$ cat config.mk
export PLATFORM = sky130hd
export DESIGN_NAME = sa_w_order_sched
export DESIGN_NICKNAME = d
export VERILOG_FILES = /design/src/rtl/sa_w_order_sched_pkg.sv /design/src/rtl/sa_w_order_sched_fifo.sv /design/src/rtl/sa_w_order_sched.sv
export SDC_FILE = /design/constraint.sdc
export NUM_CORES = 1
export LEC_CHECK = 0
export BUFFER_PORTS_ARGS = -buffer_cell sky130_fd_sc_hd__buf_2
export CORE_MARGIN = 2
export CORE_UTILIZATION = 41
export CTS_CLUSTER_SIZE = 28
export DETAILED_ROUTE_END_ITERATION = 7
export MAX_ROUTING_LAYER = met4
export PLACE_DENSITY = 0.8
export SLEW_MARGIN = 10
export SYNTH_ARGS = -nofsm -noshare
export SYNTH_HDL_FRONTEND = slang
export SYNTH_SLANG_ARGS = --single-unit
export TNS_END_PERCENT = 5
$ cat constraint.sdc
create_clock -name ACLK_i -period 2.63 [get_ports ACLK_i]
set_input_delay 0.263 -clock ACLK_i [delete_from_list [all_inputs] [get_ports ACLK_i]]
set_output_delay 0.263 -clock ACLK_i [all_outputs]
set_load 0.05 [all_outputs]
$ cat src/rtl/sa_w_order_sched_pkg.sv
`default_nettype none
// ============================================================================
// Module   : sa_w_order_sched_pkg
// Brief    : Shared types and constants for the slave-side W order scheduler.
// Revision : 1.0 - initial release
// ============================================================================
package sa_w_order_sched_pkg;

    localparam int c_BEAT_CNT_W = 8;
    localparam logic [c_BEAT_CNT_W-1:0] c_BEAT_MAX = '1;

    typedef enum logic [0:0] {
        IDLE  = 1'b0,
        BURST = 1'b1
    } w_state_t;

endpackage : sa_w_order_sched_pkg
`default_nettype wire

$ cat src/rtl/sa_w_order_sched_fifo.sv
`default_nettype none
// ============================================================================
// Module   : sync_fifo_ptr
// Brief    : Synchronous pointer FIFO with occupancy count; head is read combinationally.
// Revision : 1.0 - initial release
// ============================================================================
module sync_fifo_ptr
    import sa_w_order_sched_pkg::*;
#(
    parameter int WIDTH = 1,
    parameter int DEPTH = 4
) (
    input  logic                     clk,
    input  logic                     rst,
    input  logic                     i_push,
    input  logic [WIDTH-1:0]         i_data,
    input  logic                     i_pop,
    output logic [WIDTH-1:0]         o_data,
    output logic                     o_full,
    output logic                     o_empty,
    output logic [$clog2(DEPTH):0]   o_count
);

    localparam int c_PTR_W = $clog2(DEPTH);
    localparam int c_CNT_W = $clog2(DEPTH) + 1;

    logic [WIDTH-1:0]   r_mem [DEPTH];
    logic [c_PTR_W-1:0] r_wptr;
    logic [c_PTR_W-1:0] r_rptr;
    logic [c_CNT_W-1:0] r_count;
    logic               w_do_push;
    logic               w_do_pop;

    assign o_full    = (r_count == c_CNT_W'(DEPTH));
    assign o_empty   = (r_count == '0);
    assign o_count   = r_count;
    assign o_data    = r_mem[r_rptr];
    assign w_do_push = i_push & ~o_full;
    assign w_do_pop  = i_pop & ~o_empty;

    // Pointers are exactly log2(DEPTH) wide, so they wrap on their own.
    always_ff @(posedge clk) begin
        if (rst) begin
            r_wptr  <= '0;
            r_rptr  <= '0;
            r_count <= '0;
        end else begin
            if (w_do_push) begin
                r_mem[r_wptr] <= i_data;
                r_wptr        <= r_wptr + 1'b1;
            end
            if (w_do_pop) begin
                r_rptr <= r_rptr + 1'b1;
            end
            case ({w_do_push, w_do_pop})
                2'b10:   r_count <= r_count + 1'b1;
                2'b01:   r_count <= r_count - 1'b1;
                default: r_count <= r_count;
            endcase
        end
    end

endmodule : sync_fifo_ptr
`default_nettype wire

$ cat src/rtl/sa_w_order_sched.sv
`default_nettype none
// ============================================================================
// Module   : sa_w_order_sched
// Brief    : Routes W bursts from several masters to one slave in AW-grant order.
// Revision : 1.0 - initial release
// ============================================================================
module sa_w_order_sched
    import sa_w_order_sched_pkg::*;
#(
    parameter int MST_AMT    = 2,
    parameter int DATA_WIDTH = 32,
    parameter int ORD_DEPTH  = 4,
    parameter int MST_ID_W   = $clog2(MST_AMT)
) (
    input  logic                           ACLK_i,
    input  logic                           ARESET_i,
    input  logic                           aw_grant_valid_i,
    input  logic [MST_ID_W-1:0]            aw_grant_mst_id_i,
    output logic                           aw_grant_ready_o,
    input  logic [DATA_WIDTH*MST_AMT-1:0]  m_WDATA_i,
    input  logic [MST_AMT-1:0]             m_WLAST_i,
    input  logic [MST_AMT-1:0]             m_WVALID_i,
    output logic [MST_AMT-1:0]             m_WREADY_o,
    output logic [DATA_WIDTH-1:0]          s_WDATA_o,
    output logic                           s_WLAST_o,
    output logic                           s_WVALID_o,
    input  logic                           s_WREADY_i,
    output logic [$clog2(ORD_DEPTH):0]     ord_cnt_o,
    output logic [c_BEAT_CNT_W-1:0]        beat_cnt_o
);

    localparam int c_CNT_W = $clog2(ORD_DEPTH) + 1;

    logic                    w_full;
    logic                    w_empty;
    logic [MST_ID_W-1:0]     w_head_id;
    logic [c_CNT_W-1:0]      w_count;
    logic                    w_push;
    logic                    w_pop;
    logic                    w_hs;
    logic                    w_head_valid;
    logic                    w_mst_valid;
    w_state_t                r_state;
    logic [c_BEAT_CNT_W-1:0] r_beat_cnt;
    logic                    r_clr_beat;

    assign aw_grant_ready_o = ~w_full & ~ARESET_i;
    assign w_push           = aw_grant_valid_i & aw_grant_ready_o;
    assign w_head_valid     = (r_state == BURST) & ~w_empty & ~ARESET_i;
    assign s_WVALID_o       = w_mst_valid;
    assign w_hs             = s_WVALID_o & s_WREADY_i;
    assign w_pop            = w_hs & s_WLAST_o;
    assign ord_cnt_o        = w_count;
    assign beat_cnt_o       = r_beat_cnt;

    sync_fifo_ptr #(
        .WIDTH (MST_ID_W),
        .DEPTH (ORD_DEPTH)
    ) u_ord_fifo (
        .clk     (ACLK_i),
        .rst     (ARESET_i),
        .i_push  (w_push),
        .i_data  (aw_grant_mst_id_i),
        .i_pop   (w_pop),
        .o_data  (w_head_id),
        .o_full  (w_full),
        .o_empty (w_empty),
        .o_count (w_count)
    );

    // Only the head master reaches the slave; others keep their beats pending.
    always_comb begin
        s_WDATA_o   = '0;
        s_WLAST_o   = 1'b0;
        w_mst_valid = 1'b0;
        for (int i = 0; i < MST_AMT; i++) begin
            if (w_head_valid && (w_head_id == MST_ID_W'(i))) begin
                s_WDATA_o   = m_WDATA_i[DATA_WIDTH*i +: DATA_WIDTH];
                s_WLAST_o   = m_WLAST_i[i];
                w_mst_valid = m_WVALID_i[i];
            end
        end
    end

    for (genvar i = 0; i < MST_AMT; i++) begin : g_wready
        assign m_WREADY_o[i] = w_head_valid & (w_head_id == MST_ID_W'(i)) & s_WREADY_i;
    end

    // Beat count of the finished burst stays visible for one cycle before clearing.
    always_ff @(posedge ACLK_i) begin
        if (ARESET_i) begin
            r_state    <= IDLE;
            r_beat_cnt <= '0;
            r_clr_beat <= 1'b0;
        end else begin
            case (r_state)
                IDLE:    if (w_push) r_state <= BURST;
                BURST:   if (w_pop && !w_push && (w_count == c_CNT_W'(1))) r_state <= IDLE;
                default: r_state <= IDLE;
            endcase
            if (r_clr_beat) begin
                r_beat_cnt <= w_hs ? c_BEAT_CNT_W'(1) : '0;
            end else if (w_hs && (r_beat_cnt != c_BEAT_MAX)) begin
                r_beat_cnt <= r_beat_cnt + 1'b1;
            end
            r_clr_beat <= w_pop;
        end
    end

endmodule : sa_w_order_sched
`default_nettype wire

==> run summary, run 1 <==
Status: finished clean
Critical path arrival: 2.10 ns
Number of global-route vias before repair: 1697
Worst skew pair latency: 0.27 ns
Reg area: 503 um2
Yosys cell types: 35
Worst min path class: in2reg
Sw Ratio: 0.340
Antenna violations before repair: 0
Hold Path Origin: aw_grant_mst_id_i
Critical Path, Cell by Cell: mux4_2 > buf_4 > mux2i_4 > nor2_1 > buf_2
Antenna Cells: 0
Vias/cell: 5.06
Post-synth EDFFs: 4
Reg2Reg Capture Point: u_ord_fifo.o_count[2]$_SDFFE_PP0P_
Boundary Pins: 121
Share of total power in the clock network: 0.256
Endpoint, Worst Hold: u_ord_fifo.r_mem[0]$_DFFE_PP_
First-pass GRT wire length: 7200 um
Grt ovf: 0
Max-cap viol count: 0
Most numerous cell in the Yosys netlist: nand2_1
Synth top area share: 0.222
Setup tns final: 0 ns
Critical Path Source Type: flip-flop
Routed Antenna Nets: 0
Clk root buf: clkbuf_8
RSZ-0062 raised after global routing: no
Worst setup path class: reg2out
Adder-cell share of the synthesized area: 0.0730
Die Y: 68.7 um
Avg WL per Cell: 12.4 um
Final slew viol count: 0
Die W: 68.7 um
Req. time, crit path: 2.37 ns
Post-synthesis compound-gate area fraction: 0.156
R2R Path Start: u_ord_fifo.r_mem[0]$_DFFE_PP_
Die area: 4710 um2
First-pass iteration count of the detailed router: 4
Nets: 438
Seq/Total Area, Yosys: 0.292
FF+latch count, synth: 23
Xor/xnor cell area share of the yosys netlist: 0.0153
Combinational Power Share: 0.309
PortBufs: 120
Clock Tree Buf Depth: 2
Fmax: 424 MHz
Synth area leader: dfxtp_1
Relative slew slack: 0.610
Hold Path Depth: 1
Cts hold-fix bufs: 0
H-tree lvl count: 1
Pwr dens: 361 nW/um2
Worst vdd ir: 0.000366 V
Worst reg2reg path depth: 6
Post-Synthesis Cells: 240
Drt initial violations: 64
Syn_nets: 323
Area grow syn2layout: 40.3%
Switching pwr: 0.295 mW
Final Setup Violations: 0
# fillers: 381
Via count: 2045
Final core utilization: 0.601
Clock sinks: 23
Period minus WS final: 2.36 ns
CP bufs+invs: 2
Clock Skew: 0.00724 ns
Cell row count: 23
Setup Fix Bufs, Post-CTS: 0
GP Congestion: 0.807
Pwr Total: 0.867 mW
Yosys warning total: 0
Leakage: 1.24 nW
Asr flop ratio synth: 0
FF-to-FF setup slack: 0.32 ns
Clock Pin Slew Worst Setup and Hold Paths: 0.08 ns
CTS tree: done
Dominant synthesized flop cell: dfxtp_1
Largest family of logic cells by synthesized area: simple AND/OR/NAND/NOR gates
Syn Area/Cell: 7.14 um2
Area of the multi-input gates: 1130 um2
Core footprint: 4000 um2
Initial Util: 0.429
Worst-Margin Slew: 0.584 ns
Flop pwr share: 0.435
DP Wirelength: 3880 um
Final period utilization: 0.897
Mapped cell area: 1710 um2
Ranking of synthesized cells by area: dfxtp_1 22%, nand2_1 18%, a21oi_1 10%
TritonCTS buffer count: 3
Cts repair resizes: 0
CP max stage cell: mux4_2
Drt drc: 0
Total GRT Usage: 0.203
Routed wire length: 5000 um
Mux cell area share after synthesis: 0.104
Cell family with most CP delay: multiplexers
Final Hold Vio Count: 0
Layout cell share with drive strength beyond 1: 0.384
Setup crit end kind: primary output
Post-synth top cells: 80 x nand2_1, 35 x a21oi_1, 19 x dfxtp_1
Max Fanout on Critical Path: 36
Pin count of the biggest net entering global routing: 37
Int Pwr: 0.572 mW
Post-synthesis simple-gate area fraction: 0.304
CP max stage delay: 0.49 ns
==> routing by layer <==
metal	global-route usage	wire length [um]
met2	0.369	2470
met5	-	0
met3	0.0260	480
met1	0.221	1950
met4	0.0850	101
==> worst max path at each step <==
stage	start	to	slack [ns]	depth (start not counted)
5_1_grt	flip-flop	s_WDATA_o[7]	0.15	5
3_5_place_dp	u_ord_fifo.r_mem[0]$_DFFE_PP_	u_ord_fifo.o_count[2]$_SDFFE_PP0P_	0.32	6
4_1_cts	u_ord_fifo.r_mem[0]$_DFFE_PP_	s_WVALID_o	0.25	5
3_3_place_gp	flip-flop	u_ord_fifo.o_count[2]$_SDFFE_PP0P_	0.41	6
2_1_floorplan	u_ord_fifo.o_count[0]$_SDFFE_PP0P_	u_ord_fifo.o_count[2]$_SDFFE_PP0P_	0.18	8
6_report	u_ord_fifo.r_mem[0]$_DFFE_PP_	s_WVALID_o	0.27	5
==> cell type report <==
type | instances | share of cell area
multi-input combinational | 194 | 0.470
timing repair buffer | 123 | 0.259
sequential | 23 | 0.209
tap | 50 | 0.0260
clock buffer | 3 | 0.0172
inverter | 10 | 0.0156
clock inverter | 1 | 0.00260
==> power by group through the flow <==
stage | Clock (mW) | Sequential [mW] | Combinational, mW
final | 0.222 | 0.377 | 0.268
after detailed placement | 0 | 0.386 | 0.268
after CTS | 0.227 | 0.377 | 0.269
after floorplan | 0 | 0.396 | 0.164
after global routing | 0.245 | 0.379 | 0.294
after global placement | 0 | 0.385 | 0.264
==> through the flow <==
stage	std cells	worst slack, ns	hold WS [ns]	area (um2)
after detailed placement	400	0.316	0.473	2360
after floorplan	240	0.180	0.362	1730
after CTS	404	0.255	0.213	2400
after global placement	400	0.405	0.460	2360
after global routing	404	0.154	0.206	2400
final	404	0.271	0.222	2400
==> state kept, by name, summed over array words and instances (netlist names), named ones only <==
name	cells
u_ord_fifo.r_mem	4
r_state	1
u_ord_fifo.r_rptr	2
u_ord_fifo.r_wptr	2
beat_cnt_o	8
r_clr_beat	1
u_ord_fifo.o_count	3
==> placed cells by master, fill, tap and decap left out, types with 2 or more instances in the layout <==
cell type,n
or3_1,6
nor4_1,3
buf_2,120
inv_1,10
clkbuf_8,3
ha_1,10
dfxtp_1,17
a21oi_1,34
nor4b_1,2
edfxtp_1,4
and4_1,2
buf_4,3
nor2b_1,3
dfxtp_2,2
and3_1,5
o41ai_1,2
mux2i_1,10
nand3_1,4
nor2_1,11
a31oi_1,2
nand2_1,80
a211oi_1,2
mux2_2,3
xor2_1,2
==> kinds of logic (layout without fill, tap and decap cells) <==
kind of cell	after synthesis	count (layout)
AO/OA/AOI/OAI	47	47
XOR/XNOR	3	3
adder cells (fa/ha/maj)	10	10
buffers and inverters	23	137
flip-flops	23	23
multiplexers	15	15
AND/OR/NAND/NOR	119	119
(Power assumes the default switching activity.)
==> run 2, diff against run 1 <==
- ABC_AREA: default -> 1
- CORE_UTILIZATION: 41 -> 42
- PLACE_DENSITY: 0.8 -> default
- PLACE_DENSITY_LB_ADDON: default -> 0.3
==> run 2 against run 1 <==
Sequential power shrank 1%; largest cell class unchanged; via count grew 0.93%; count of clock-buffer cells in the layout grew 1; critical path type unchanged.
==> run summary, run 2 <==
Commonest cells after routing, fill and taps aside: 120 x buf_2, 88 x nand2_1, 43 x nand3_1, 25 x inv_1, 22 x nor2_1
H-tree lvl count: 1
Avg WL per Cell: 11.1 um
Post-synth EDFFs: 4
Pin count of the biggest net entering global routing: 33
Synth top area share: 0.215
Worst setup path class: reg2out
Most common cell after layout, fill and taps aside: buf_2
CP bufs+invs: 5
Yosys warning total: 0
Ranking of synthesized cells by area: dfxtp_1 22%, nand2_1 19%, nand3_1 12%
Post-synth top cells: 88 x nand2_1, 43 x nand3_1, 25 x inv_1
Clock sinks: 23
Reg2Reg Capture Point: u_ord_fifo.o_count[2]$_SDFFE_PP0P_
GP Congestion: 0.813
RSZ-0062 raised after global routing: no
Cell family with most CP delay: buffers and inverters
Status: finished clean
Max FFs per register: 8
PortBufs: 120
DP Wirelength: 3870 um
Fmax: 423 MHz
Worst reg2reg path depth: 16
Initial Util: 0.438
Number of global-route vias before repair: 1584
Setup crit end kind: primary output
Post-Synthesis Cells: 272
Worst-Margin Slew: 0.359 ns
Most numerous cell in the Yosys netlist: nand2_1
First-pass iteration count of the detailed router: 4
Max-cap viol count: 0
Pre-CTS setup slack: 0.205 ns
Synth area leader: dfxtp_1
Pwr dens: 331 nW/um2
Yosys cell types: 29
Syn_nets: 355
Worst hold slack: 0.214 ns
Worst min path class: in2reg
Leakage: 1.45 nW
Drt drc: 0
Via count: 2064
Antenna Cells: 0
Clock Tree Buf Depth: 2
Mapped cell area: 1770 um2
Seq/Total Area, Yosys: 0.283
Worst Setup EP: s_WDATA_o[20]
CP Launch Point: u_ord_fifo.o_count[0]$_SDFFE_PP0P_
First-pass GRT wire length: 6580 um
R2R Path Start: u_ord_fifo.o_count[0]$_SDFFE_PP0P_
Die area: 4740 um2
Nets: 476
CP max stage cell: dfxtp_1
Boundary Pins: 121
CP Depth: 11
Clock Skew: 0.00216 ns
Req. time, crit path: 2.37 ns
Worst vdd ir: 0.000352 V
CP max stage delay: 0.37 ns
Cts hold-fix bufs: 0
Clock Pin Slew Worst Setup and Hold Paths: 0.08 ns
Final Setup Violations: 0
Grt ovf: 0
Clk root buf: clkbuf_8
Critical path arrival: 2.10 ns
Critical Path, Cell by Cell: inv_1 > ha_1 > inv_1 > nor2_1 > nor2_8 > inv_4 > nor2_8 > buf_6 > nand2_1 > nand2_1 > buf_2
FF+latch count, synth: 23
Dominant synthesized flop cell: dfxtp_1
Layout cell share with drive strength beyond 1: 0.380
Worst skew pair latency: 0.26 ns
Final period utilization: 0.900
Routed Antenna Nets: 0
Slack of the critical path: 0.264 ns
Antenna violations before repair: 0
Critical Path Source Type: flip-flop
Final Hold Vio Count: 0
Vias/cell: 4.67
Syn Area/Cell: 6.49 um2
CTS tree: done
Core footprint: 4030 um2
Die Y: 68.8 um
Final slew viol count: 0
Relative slew slack: 0.760
Routed wire length: 4930 um
Max Fanout on Critical Path: 32
TritonCTS buffer count: 3
Drt initial violations: 90
Period minus WS final: 2.37 ns
Cell row count: 23
Total GRT Usage: 0.187
Area grow syn2layout: 40.8%
Asr flop ratio synth: 0
Die W: 68.8 um
FF-to-FF setup slack: 0.31 ns
run 2: changes by cell type in the layout (fill, tap and decap cells not counted), sizes merged, moves of 3 or more:
cell / change
nand2: +14
mux2i: -11
nor2: +13
a21oi: -23
nand3: +41
nor4: -3
mux2: -3
inv: +17
nor2b: -3
and3: -5
nand4: +5
or3: -6
o21ai: +9
buf: +4
run 2: worst min path at each step:
stage                       from                       endpoint  slack (ns)  cells after the start
5_1_grt        aw_grant_mst_id_i  u_ord_fifo.r_mem[0]$_DFFE_PP_        0.21                      1
3_5_place_dp   aw_grant_mst_id_i  u_ord_fifo.r_mem[0]$_DFFE_PP_        0.48                      1
4_1_cts        aw_grant_mst_id_i  u_ord_fifo.r_mem[0]$_DFFE_PP_        0.21                      1
6_report       aw_grant_mst_id_i  u_ord_fifo.r_mem[0]$_DFFE_PP_        0.21                      1
3_3_place_gp   aw_grant_mst_id_i  u_ord_fifo.r_mem[1]$_DFFE_PP_        0.48                      1
2_1_floorplan  aw_grant_mst_id_i  u_ord_fifo.r_mem[0]$_DFFE_PP_        0.36                      0
run 2: logic make-up (layout without fill, tap and decap cells):
group,count (synthesis),count (layout),synth area share
compound gates,22,22,0.0624
flops,23,23,0.283
fa+ha+maj,10,10,0.0709
xor+xnor,4,4,0.0198
simple gates,173,173,0.467
buf+inv,40,160,0.0964
run 2: worst register-to-register path, delay by kind of cell (launching register included):
| family | cells | cell delay, ns |
|---|---|---|
| flops | 1 | 0.34 |
| fa+ha+maj | 2 | 0.52 |
| compound gates | 3 | 0.33 |
| buf+inv | 4 | 0.35 |
| simple gates | 7 | 0.68 |
run 2: final cells by class:
cell class                      instances  area (um2)
Timing Repair Buffer                  127         657
Multi-Input combinational cell        209        1100
Inverter                               29         116
Tap cell                               50        62.6
Fill cell                             411        1540
Sequential cell                        23         500
Clock buffer                            4        45.0
run 2: layer usage:
metal / track usage / share of wire / vias up
li1: - / - / 1110
met1: 0.188 / 0.38 / 868
met2: 0.353 / 0.50 / 82
met5: - / 0 / -
met4: 0.0711 / 0.0097 / 0
met3: 0.0390 / 0.11 / 4
run 2: through the flow:
step	TNS, ns	instance area [um2]	instances	power, mW	utilization
3_3_place_gp	0	2410	434	0.611	0.597
4_1_cts	0	2450	438	0.828	0.608
6_report	0	2480	442	0.822	0.617
2_1_floorplan	-0.221	1770	272	0.528	-
5_1_grt	0	2480	442	0.869	0.617
3_5_place_dp	0	2410	434	0.614	0.597
run 2: power breakdown:
group          switching [mW]  internal, mW
Clock                   0.105         0.108
Sequential            0.00597         0.366
Combinational           0.156        0.0813
Total                   0.267         0.555
run 2: timing repair:
action / 4_1_cts / 5_1_grt
hold endpoints to repair: 0 / 0
setup endpoints to repair: 0 / 33
resized for setup: 0 / 1
buffers inserted: 0 / 4
